[src/rtl/hit_judge_pkg.sv]
// Shared definitions for the hit judge: lane count, parameter defaults,
// judge FSM encoding and a lane-to-one-hot helper.
package hit_judge_pkg;

  localparam int unsigned NUM_LANES               = 4;
  localparam int unsigned DEBOUNCE_CYCLES_DEFAULT = 250000;
  localparam int unsigned MAX_MISSES_DEFAULT      = 3;

  typedef enum logic [1:0] {
    StIdle   = 2'd0,
    StArmed  = 2'd1,
    StJudged = 2'd2,
    StOver   = 2'd3
  } judge_state_e;

  // One-hot key pattern that a correct single-key press must match.
  function automatic logic [NUM_LANES-1:0] lane_onehot(input logic [1:0] lane);
    logic [NUM_LANES-1:0] oh;
    oh       = '0;
    oh[lane] = 1'b1;
    return oh;
  endfunction

endpackage

[src/rtl/key_sync_debounce.sv]
// Per-key front end: 2-flop synchronizer, falling-edge detect on the
// active-low button, and a lockout counter that swallows bounce edges.
module key_sync_debounce #(
  parameter int unsigned DEBOUNCE_CYCLES = 8
) (
  input  logic clk,
  input  logic rst,
  input  logic key_n,
  output logic press
);

  localparam int unsigned CntW = (DEBOUNCE_CYCLES > 1) ? $clog2(DEBOUNCE_CYCLES + 1) : 1;

  logic [1:0]      sync_q;
  logic            prev_q;
  logic [CntW-1:0] lock_q;
  logic            fall;

  // Synchronize the button and keep one older sample for edge detection.
  // All flops clear to 0, so no falling edge can appear until a real high
  // sample has passed through both synchronizer stages.
  always_ff @(posedge clk or posedge rst) begin
    if (rst) begin
      sync_q <= 2'b00;
      prev_q <= 1'b0;
    end else begin
      sync_q <= {sync_q[0], key_n};
      prev_q <= sync_q[1];
    end
  end

  assign fall  = prev_q & ~sync_q[1];
  assign press = fall & (lock_q == '0);

  // Lockout: reload on an accepted press, then count down to zero.
  always_ff @(posedge clk or posedge rst) begin
    if (rst) begin
      lock_q <= '0;
    end else if (press) begin
      lock_q <= CntW'(DEBOUNCE_CYCLES);
    end else if (lock_q != '0) begin
      lock_q <= lock_q - CntW'(1);
    end
  end

endmodule

[src/rtl/hit_judge.sv]
// Rhythm-game hit judge: synchronizes the beat clock and keys, latches the
// beat's target, judges the first press of each beat and publishes the
// result one beat later alongside a saturating miss counter.
module hit_judge
  import hit_judge_pkg::*;
#(
  parameter int unsigned DEBOUNCE_CYCLES = DEBOUNCE_CYCLES_DEFAULT,
  parameter int unsigned MAX_MISSES      = MAX_MISSES_DEFAULT
) (
  input  logic                 CLOCK_50,
  input  logic                 reset,
  input  logic                 game_clock,
  input  logic                 running,
  input  logic [NUM_LANES-1:0] KEY,
  input  logic [1:0]           target_lane,
  input  logic                 target_valid,
  output logic                 correct_key_pressed,
  output logic [1:0]           miss_count,
  output logic                 game_over,
  output logic [NUM_LANES-1:0] LEDR
);

  localparam logic [1:0] MissMax = 2'(MAX_MISSES);

  logic [NUM_LANES-1:0] press;
  logic [1:0]           gc_sync_q;
  logic                 gc_prev_q;
  logic                 beat;

  judge_state_e         state_q, state_d;
  logic [1:0]           lane_q, lane_d;
  logic                 valid_q, valid_d;
  logic                 pressed_q, pressed_d;
  logic                 hit_q, hit_d;
  logic                 ckp_q, ckp_d;
  logic [1:0]           miss_q, miss_d;
  logic [NUM_LANES-1:0] led_q, led_d;

  logic                 any_press;
  logic [1:0]           eff_lane;
  logic                 eff_valid;
  logic                 press_hit;
  logic                 ending_miss;

  for (genvar g = 0; g < NUM_LANES; g++) begin : g_key
    key_sync_debounce #(
      .DEBOUNCE_CYCLES(DEBOUNCE_CYCLES)
    ) u_key (
      .clk  (CLOCK_50),
      .rst  (reset),
      .key_n(KEY[g]),
      .press(press[g])
    );
  end

  // Synchronize the beat clock; a beat boundary is its synchronized rising edge.
  always_ff @(posedge CLOCK_50 or posedge reset) begin
    if (reset) begin
      gc_sync_q <= 2'b00;
      gc_prev_q <= 1'b0;
    end else begin
      gc_sync_q <= {gc_sync_q[0], game_clock};
      gc_prev_q <= gc_sync_q[1];
    end
  end

  assign beat      = gc_sync_q[1] & ~gc_prev_q;
  assign any_press = |press;
  // A press coinciding with a boundary belongs to the beat that is starting.
  assign eff_lane    = beat ? target_lane  : lane_q;
  assign eff_valid   = beat ? target_valid : valid_q;
  assign press_hit   = eff_valid && (press == lane_onehot(eff_lane));
  assign ending_miss = pressed_q ? ~hit_q : valid_q;

  // Judge FSM next-state, beat bookkeeping and output register inputs.
  always_comb begin
    state_d   = state_q;
    lane_d    = lane_q;
    valid_d   = valid_q;
    pressed_d = pressed_q;
    hit_d     = hit_q;
    ckp_d     = ckp_q;
    miss_d    = miss_q;
    led_d     = led_q;

    unique case (state_q)
      StIdle: begin
        ckp_d = 1'b0;
        if (running && beat) begin
          state_d   = StArmed;
          lane_d    = target_lane;
          valid_d   = target_valid;
          pressed_d = 1'b0;
          hit_d     = 1'b0;
          if (any_press) begin
            state_d   = StJudged;
            pressed_d = 1'b1;
            hit_d     = press_hit;
            led_d     = press;
          end
        end
      end

      StArmed, StJudged: begin
        if (!running) begin
          // Leaving the game drops any half-finished beat without scoring it.
          state_d   = StIdle;
          ckp_d     = 1'b0;
          pressed_d = 1'b0;
          hit_d     = 1'b0;
        end else begin
          if (beat) begin
            ckp_d = pressed_q & hit_q;
            if (ending_miss && (miss_q < MissMax)) begin
              miss_d = miss_q + 2'd1;
            end
            lane_d    = target_lane;
            valid_d   = target_valid;
            pressed_d = 1'b0;
            hit_d     = 1'b0;
            state_d   = StArmed;
          end
          if (any_press) begin
            led_d = press;
            if (state_d == StArmed) begin
              state_d   = StJudged;
              pressed_d = 1'b1;
              hit_d     = press_hit;
            end
          end
          if (miss_d == MissMax) begin
            state_d = StOver;
            ckp_d   = 1'b0;
          end
        end
      end

      StOver: begin
        ckp_d = 1'b0;
      end
    endcase
  end

  // State and output registers; reset clears everything at once.
  always_ff @(posedge CLOCK_50 or posedge reset) begin
    if (reset) begin
      state_q   <= StIdle;
      lane_q    <= 2'd0;
      valid_q   <= 1'b0;
      pressed_q <= 1'b0;
      hit_q     <= 1'b0;
      ckp_q     <= 1'b0;
      miss_q    <= 2'd0;
      led_q     <= '0;
    end else begin
      state_q   <= state_d;
      lane_q    <= lane_d;
      valid_q   <= valid_d;
      pressed_q <= pressed_d;
      hit_q     <= hit_d;
      ckp_q     <= ckp_d;
      miss_q    <= miss_d;
      led_q     <= led_d;
    end
  end

  assign correct_key_pressed = ckp_q;
  assign miss_count          = miss_q;
  assign game_over           = (state_q == StOver);
  assign LEDR                = led_q;

endmodule
[config.mk]
export PLATFORM = sky130hd
export DESIGN_NAME = hit_judge
export DESIGN_NICKNAME = d
export VERILOG_FILES = /design/src/rtl/hit_judge_pkg.sv /design/src/rtl/key_sync_debounce.sv /design/src/rtl/hit_judge.sv
export SDC_FILE = /design/constraint.sdc
export NUM_CORES = 1
export LEC_CHECK = 0
export CORE_MARGIN = 2
export CORE_UTILIZATION = 55
export CTS_BUF_LIST = sky130_fd_sc_hd__clkbuf_16
export DETAILED_ROUTE_END_ITERATION = 10
export PLACE_DENSITY = 0.79
export SYNTH_ARGS = -nofsm -noshare
export SYNTH_HDL_FRONTEND = slang
export SYNTH_SLANG_ARGS = --single-unit
[constraint.sdc]
create_clock -name CLOCK_50 -period 3.5 [get_ports CLOCK_50]
set_clock_uncertainty 0.2 [all_clocks]
set_input_delay 0.7 -clock CLOCK_50 [delete_from_list [all_inputs] [get_ports CLOCK_50]]
set_output_delay 0.7 -clock CLOCK_50 [all_outputs]
set_load 0.01 [all_outputs]
==> impl_metrics.yaml, run 1 <==
logic_synthesis:
  dominant_combinational_cell_family_by_area_after_synthesis: "simple AND/OR/NAND/NOR gates"
  synth_register_bits: 101
  synth.largest_area_cell: "dfrtp_1"
  synth_fp_nets: 497
  synth_compound_area_share_pct: 9.79
  synth_simple_gate_area_share_pct: 22.2
  synth.area.mux_share_pct: 3.82
  netlist_area_um2: 4880
  synth_xor_xnor_area_share_pct: 7.53
  synth_adder_area_share_pct: 2.82
  synth_cell_type_count: 50
  netlist.area_leader.share_pct: 51.8
  synthTopCellsByCount: "dfrtp_1 (101), nor2_1 (43), nand2_1 (40), a21oi_1 (23), xnor2_1 (23)"
  post_synthesis_cell_count: 475
  synth.yosys.seq_area_share_pct: 51.8
  post-synth-top-count-cell: "dfrtp_1"
  synthTopCellsByArea: "dfrtp_1 (52%), xnor2_1 (4.1%), xor2_1 (3.4%)"
  number_of_flops_mapped_to_enable_cells_by_yosys: 0
  postSynthAreaPerCell_um2: 10.3
  synthArstFlopShare_pct: 100
  yosys_warnings: 0
  flip_flop_cell_with_the_highest_count_after_synthesis: "dfrtp_1"
cts:
  tritoncts_clock_tree: "built"
  worst_skew_pair.late_latency_ps: 340
  holdBufCountCts: 0
  clock_tree.buffer_depth: 2
  cts-resized-gates: 0
  clock_tree.htree_level_count: 3
  register_clock_pin_slew_on_the_reported_worst_setup_and_hold_paths_ps: 70
  cts_buffer_count: 9
  numClockSinks: 101
  clock-root-buffer: "clkbuf_16"
  post_cts.repair.setup_buffers: 0
place:
  place_ws_ps: 696
  port-buffer-count: 18
  globalplace.congestion: 0.901
  detailedPlacementHpwl_um: 6540
critical_path:
  timing.rr.start: "g_key[2].u_key.lock_q[9]"
  worst_ep_arrival_ps: 2850
  worstPathRequired_ps: 3520
  crit_path_start_kind: "flop"
  crit_end: "hit_q"
  endpoint_kind: "flop"
  setup.reg_to_reg.worst_slack_ps: 660
  worst-path-max-fanout: 5
  worstSetupPathType: "reg -> reg"
  r2r_cells: 6
  critPathLaunch: "g_key[2].u_key.lock_q[9]"
  regToRegEndpoint: "hit_q"
finish:
  ff_latch_area_um2: 2530
  multi_input_area_um2: 2250
  antenna_cells: 0
  layout-drive-gt1-share_pct: 7.74
  n_fill_cell: 686
  design.final.nets: 521
  syn2layout_area_growth_pct: 13.5
routing:
  drt-vias-per-instance: 6.01
  drc: 0
  wire_per_inst_um: 15.6
  detailed_route_iter0_violations: 176
  drt-total-wl_um: 9550
  routed-via-count: 3678
  firstDrtPassIters: 4
  route.antenna.remaining_nets: 0
floorplan:
  floorplan.core_area_um2: 8680
  initial_core_util_pct: 56.3
  ioPinCount: 19
  horizontal_die_dimension_um: 98.2
  die_height_um: 98.2
  dieArea_um2: 9650
  core.rowCount: 34
sta:
  rsz0062_at_grt: "no"
  slew_viol_final: 0
  totalNegativeSetupSlack_ps: 0
  setup_ws_ps: 662
  period_share_pct: 81.1
  report.final.hold_viol_count: 0
  worst_slew_pin_slew_ps: 794
  period_minus_ws_final_ps: 2840
  fin_worst_hold_slack_ps: 152
  worst_slew_margin_rel_pct: 46.7
  max_freq_mhz: 352
  finalSetupViolCount: 0
global_routing:
  antenna_found_initial: 0
  grt_start_max_net_pins: 102
  grt_total_usage_pct: 21.5
  via_count_of_the_first_global_routing_pass: 3717
  globalRoute.totalOverflow: 0
  grt_first_pass_wirelength_um: 17000
pwr:
  peakVddDrop_uv: 350
  power.leakage_nw: 2.26
  power.density_nw_per_um2: 737
status:
  status: "finished, final reports clean"
min_path:
  holdPathStages: 0
  timing.hold.worst.class: "reg -> reg"
flow_run:
  drv_cap: 0
## kinds of logic (layout without fill, tap and decap cells)
kind of cell             Yosys count  in the layout
AO/OA/AOI/OAI                     76             76
adder cells (fa/ha/maj)           11             11
AND/OR/NAND/NOR                  202            202
XOR/XNOR                          42             42
flip-flops                       101            101
multiplexers                      18             18
buffers and inverters             25             54
## state kept, by name, indices dropped and copies added (netlist names)
signal / count
LEDR: 4
correct_key_pressed: 1
state_q: 2
g_key.u_key.lock_q: 72
hit_q: 1
miss_count: 2
g_key.u_key.sync_q: 8
valid_q: 1
pressed_q: 1
g_key.u_key.prev_q: 4
gc_prev_q: 1
lane_q: 2
gc_sync_q: 2
## report_power, final
group / switching [mW] / total, mW / internal (mW)
sequential: 0.343 / 1.84 / 1.50
clock: 0.428 / 1.12 / 0.696
combinational: 0.606 / 1.12 / 0.515
## cell usage in the layout (no fill, tap or decap), drive strengths merged, types with 9 or more instances in the layout
cell type	instances
a21oi	24
clkbuf	9
clkdlybuf4s50	18
dfrtp	101
ha	11
inv	17
mux2i	13
nand2	40
nand2b	10
nand3	13
nor2	43
nor3	23
nor4	21
o21ai	20
or3	12
xnor2	23
xor2	19
## cell type report
type                       count  area share [%]
sequential                   101            45.6
multi-input combinational    349            40.7
clock buffer                   9            4.07
timing repair buffer          22            4.02
tap                          108            2.44
clock inverter                 7            2.03
inverter                      16            1.15
## layer usage
layer  vias to the layer above  share of wire [%]  track usage, %
met2                        86                 50            35.1
met3                        20                4.3            6.23
met4                         0                2.0            6.95
li1                       1750                  -               -
met1                      1822                 44            27.9
met5                         -                  0               0
## critical path, stage by stage (launching register included)
cell,delay (ps)
dfrtp_1,420
or4_1,620
nand2b_1,240
nor4_1,540
or4_1,290
nor4b_1,280
o22ai_1,120
## through the flow
step                total power [mW]  util [%]  area, µm²  std cells
global route                    4.36      63.8       5540        612
global placement                2.88      59.9       5200        596
CTS                             4.11      63.8       5540        612
floorplan                       2.62         -       4890        475
detailed placement              2.96      59.9       5200        596
finish                          4.08      63.8       5540        612
## worst min-delay path by stage
stage / start / to / slack (ps)
6_report: g_key[3].u_key.sync_q[0] / g_key[3].u_key.sync_q[1] / 150
5_1_grt: g_key[3].u_key.sync_q[0] / g_key[3].u_key.sync_q[1] / 160
4_1_cts: g_key[3].u_key.sync_q[0] / g_key[3].u_key.sync_q[1] / 160
3_5_place_dp: g_key[2].u_key.sync_q[0] / g_key[2].u_key.sync_q[1] / 140
3_3_place_gp: g_key[2].u_key.sync_q[0] / g_key[2].u_key.sync_q[1] / 130
2_1_floorplan: g_key[0].u_key.sync_q[0] / g_key[0].u_key.sync_q[1] / 130
No activity file was read; power rests on OpenSTA's default activity.
==> inputs of run 2 (changes only) <==
clock period = 2.3 ns   (was 3.5 ns; I/O delays follow)
==> impl_metrics.yaml, run 2 (synthesis gave the netlist of run 1 again) <==
finish:
  n_fill_cell: 583
  antenna_cells: 0
  layout_top_registers: "g_key.u_key.lock_q: 72 flops, g_key.u_key.sync_q: 8 flops"
  syn2layout_area_growth_pct: 30.8
  largest-register: "g_key.u_key.lock_q"
  final_core_utilization_pct: 73.6
  design.final.nets: 601
  layout.cells.most_common_list: "dfrtp_1 (101), buf_4 (81), nor2_1 (41)"
  ff_latch_area_um2: 2530
  multi_input_area_um2: 2530
  number_of_flip_flops_in_the_largest_register: 72
  finish.instance_area_um2: 6380
  layout-drive-gt1-share_pct: 27.1
  layout.cells.most_common: "dfrtp_1"
cts:
  tritoncts_clock_tree: "built"
  clock_tree.buffer_depth: 2
  cts_buffer_count: 9
  register_clock_pin_slew_on_the_reported_worst_setup_and_hold_paths_ps: 70
  clock_tree.htree_level_count: 3
  clock-root-buffer: "clkbuf_16"
  holdBufCountCts: 0
  numClockSinks: 101
  worst_skew_pair.late_latency_ps: 340
critical_path:
  slowest_stage: "or4_4"
  worstSetupPathType: "reg -> reg"
  worst_ep_arrival_ps: 2480
  crit_path_start_kind: "flop"
  worstPathRequired_ps: 2320
  worst-path-max-fanout: 6
  critical_path.max_stage_delay_ps: 540
  endpoint_kind: "flop"
  worstPathCellList: "or4_4 -> or2_4 -> or4_4 -> nor3_4 -> xnor2_1 -> a21oi_2"
  crit_top_cell: "or4_4"
routing:
  detailed_route_iter0_violations: 267
  drt-total-wl_um: 11900
  routed-via-count: 4132
  firstDrtPassIters: 7
  drc: 0
  wire_per_inst_um: 17.2
  route.antenna.remaining_nets: 0
  drt-vias-per-instance: 5.98
sta:
  fin_worst_hold_slack_ps: 151
  period_share_pct: 107
  period_minus_ws_final_ps: 2460
  setup_ws_ps: -163
  report.final.hold_viol_count: 0
  finalSetupViolCount: 10
  slew_viol_final: 0
  worst_slew_pin_slew_ps: 537
  rsz0062_at_grt: "yes"
  max_freq_mhz: 406
  worst_slew_margin_rel_pct: 63.9
pwr:
  power.leakage_nw: 2.72
  power.density_nw_per_um2: 1070
  report.power.total_mw: 6.82
  peakVddDrop_uv: 530
floorplan:
  dieArea_um2: 9650
  ioPinCount: 19
  die_height_um: 98.2
  core.rowCount: 34
  horizontal_die_dimension_um: 98.2
  floorplan.core_area_um2: 8680
  initial_core_util_pct: 56.3
status:
  status: "finished, violations left"
  violations_in_the_final_reports: "setup timing"
flow_run:
  drv_cap: 0
place:
  port-buffer-count: 18
  globalplace.congestion: 0.888
  post_dp_cell_area_um2: 5760
  place_ws_ps: -136
  detailedPlacementHpwl_um: 7100
global_routing:
  grt_first_pass_wirelength_um: 18500
  antenna_found_initial: 0
  grt_start_max_net_pins: 47
  globalRoute.totalOverflow: 0
  grt_total_usage_pct: 23.3
  via_count_of_the_first_global_routing_pass: 4045
min_path:
  timing.hold.worst.class: "reg -> reg"
-- run 2: cell count changes in the layout (fill, tap and decap cells not counted), sizes merged --
cell,previous run,this run
inv,17,16
bufinv,3,1
buf,4,84
clkinvlp,1,2
clkinv,2,3
-- run 2: repair_timing --
action,in CTS,in global routing
setup buffers,6,11
setup endpoints to repair,18,42
resized for setup,13,31
pin swaps,2,17
-- run 2: routing by layer --
| metal | wire length (µm) | vias up | track usage, % |
|---|---|---|---|
| met5 | 0 | - | 0 |
| met4 | 335 | 0 | 6.74 |
| met3 | 510 | 33 | 5.15 |
| met2 | 6170 | 132 | 39.9 |
| met1 | 4850 | 2059 | 29.9 |
| li1 | - | 1908 | - |
-- run 2: where the power goes --
part           total [mW]  leakage, nW  switching (mW)  internal (mW)
registers            2.76         1.21           0.481           2.28
clock network        1.50        0.137           0.660          0.836
logic                2.57         1.37            1.28           1.29
total                6.82         2.72            2.43           4.40
-- run 2: layout make-up --
cell class / instances / share of cell area [%]
multi-input combinational: 349 / 39.6
clock buffer: 9 / 3.53
tap: 108 / 2.12
inverter: 16 / 1.00
timing repair buffer: 102 / 13.2
clock inverter: 6 / 0.980
sequential: 101 / 39.6
-- run 2: worst max-delay path: cells and delay by family, from the launching register on --
family / cells / cell delay (ps)
AOI/OAI and AO/OA: 1 / 80
xor gates and xnor gates: 1 / 180
and+or+nand+nor: 4 / 1490
DFF: 1 / 390
-- run 2: path summary, 6_finish.rpt --
check / cells past startpoint / slack (ps) / end / from
max reg2reg: 6 / -160 / g_key[1].u_key.lock_q[17] / g_key[1].u_key.lock_q[6]
min: 0 / 150 / g_key[2].u_key.sync_q[1] / g_key[2].u_key.sync_q[0]
max: 6 / -160 / g_key[1].u_key.lock_q[17] / g_key[1].u_key.lock_q[6]
min in group asynchronous: 2 / 270 / g_key[0].u_key.lock_q[4] / reset
min reg2reg: 0 / 150 / g_key[2].u_key.sync_q[1] / g_key[2].u_key.sync_q[0]
max in group asynchronous: 3 / 1070 / g_key[2].u_key.lock_q[7] / reset
-- run 2: through the flow --
| step | cells | TNS (ps) |
|---|---|---|
| 3_5_place_dp | 659 | -1020 |
| 5_1_grt | 691 | -3630 |
| 3_3_place_gp | 659 | -383 |
| 4_1_cts | 680 | -176 |
| 6_report | 691 | -504 |
| 2_1_floorplan | 475 | -141 |
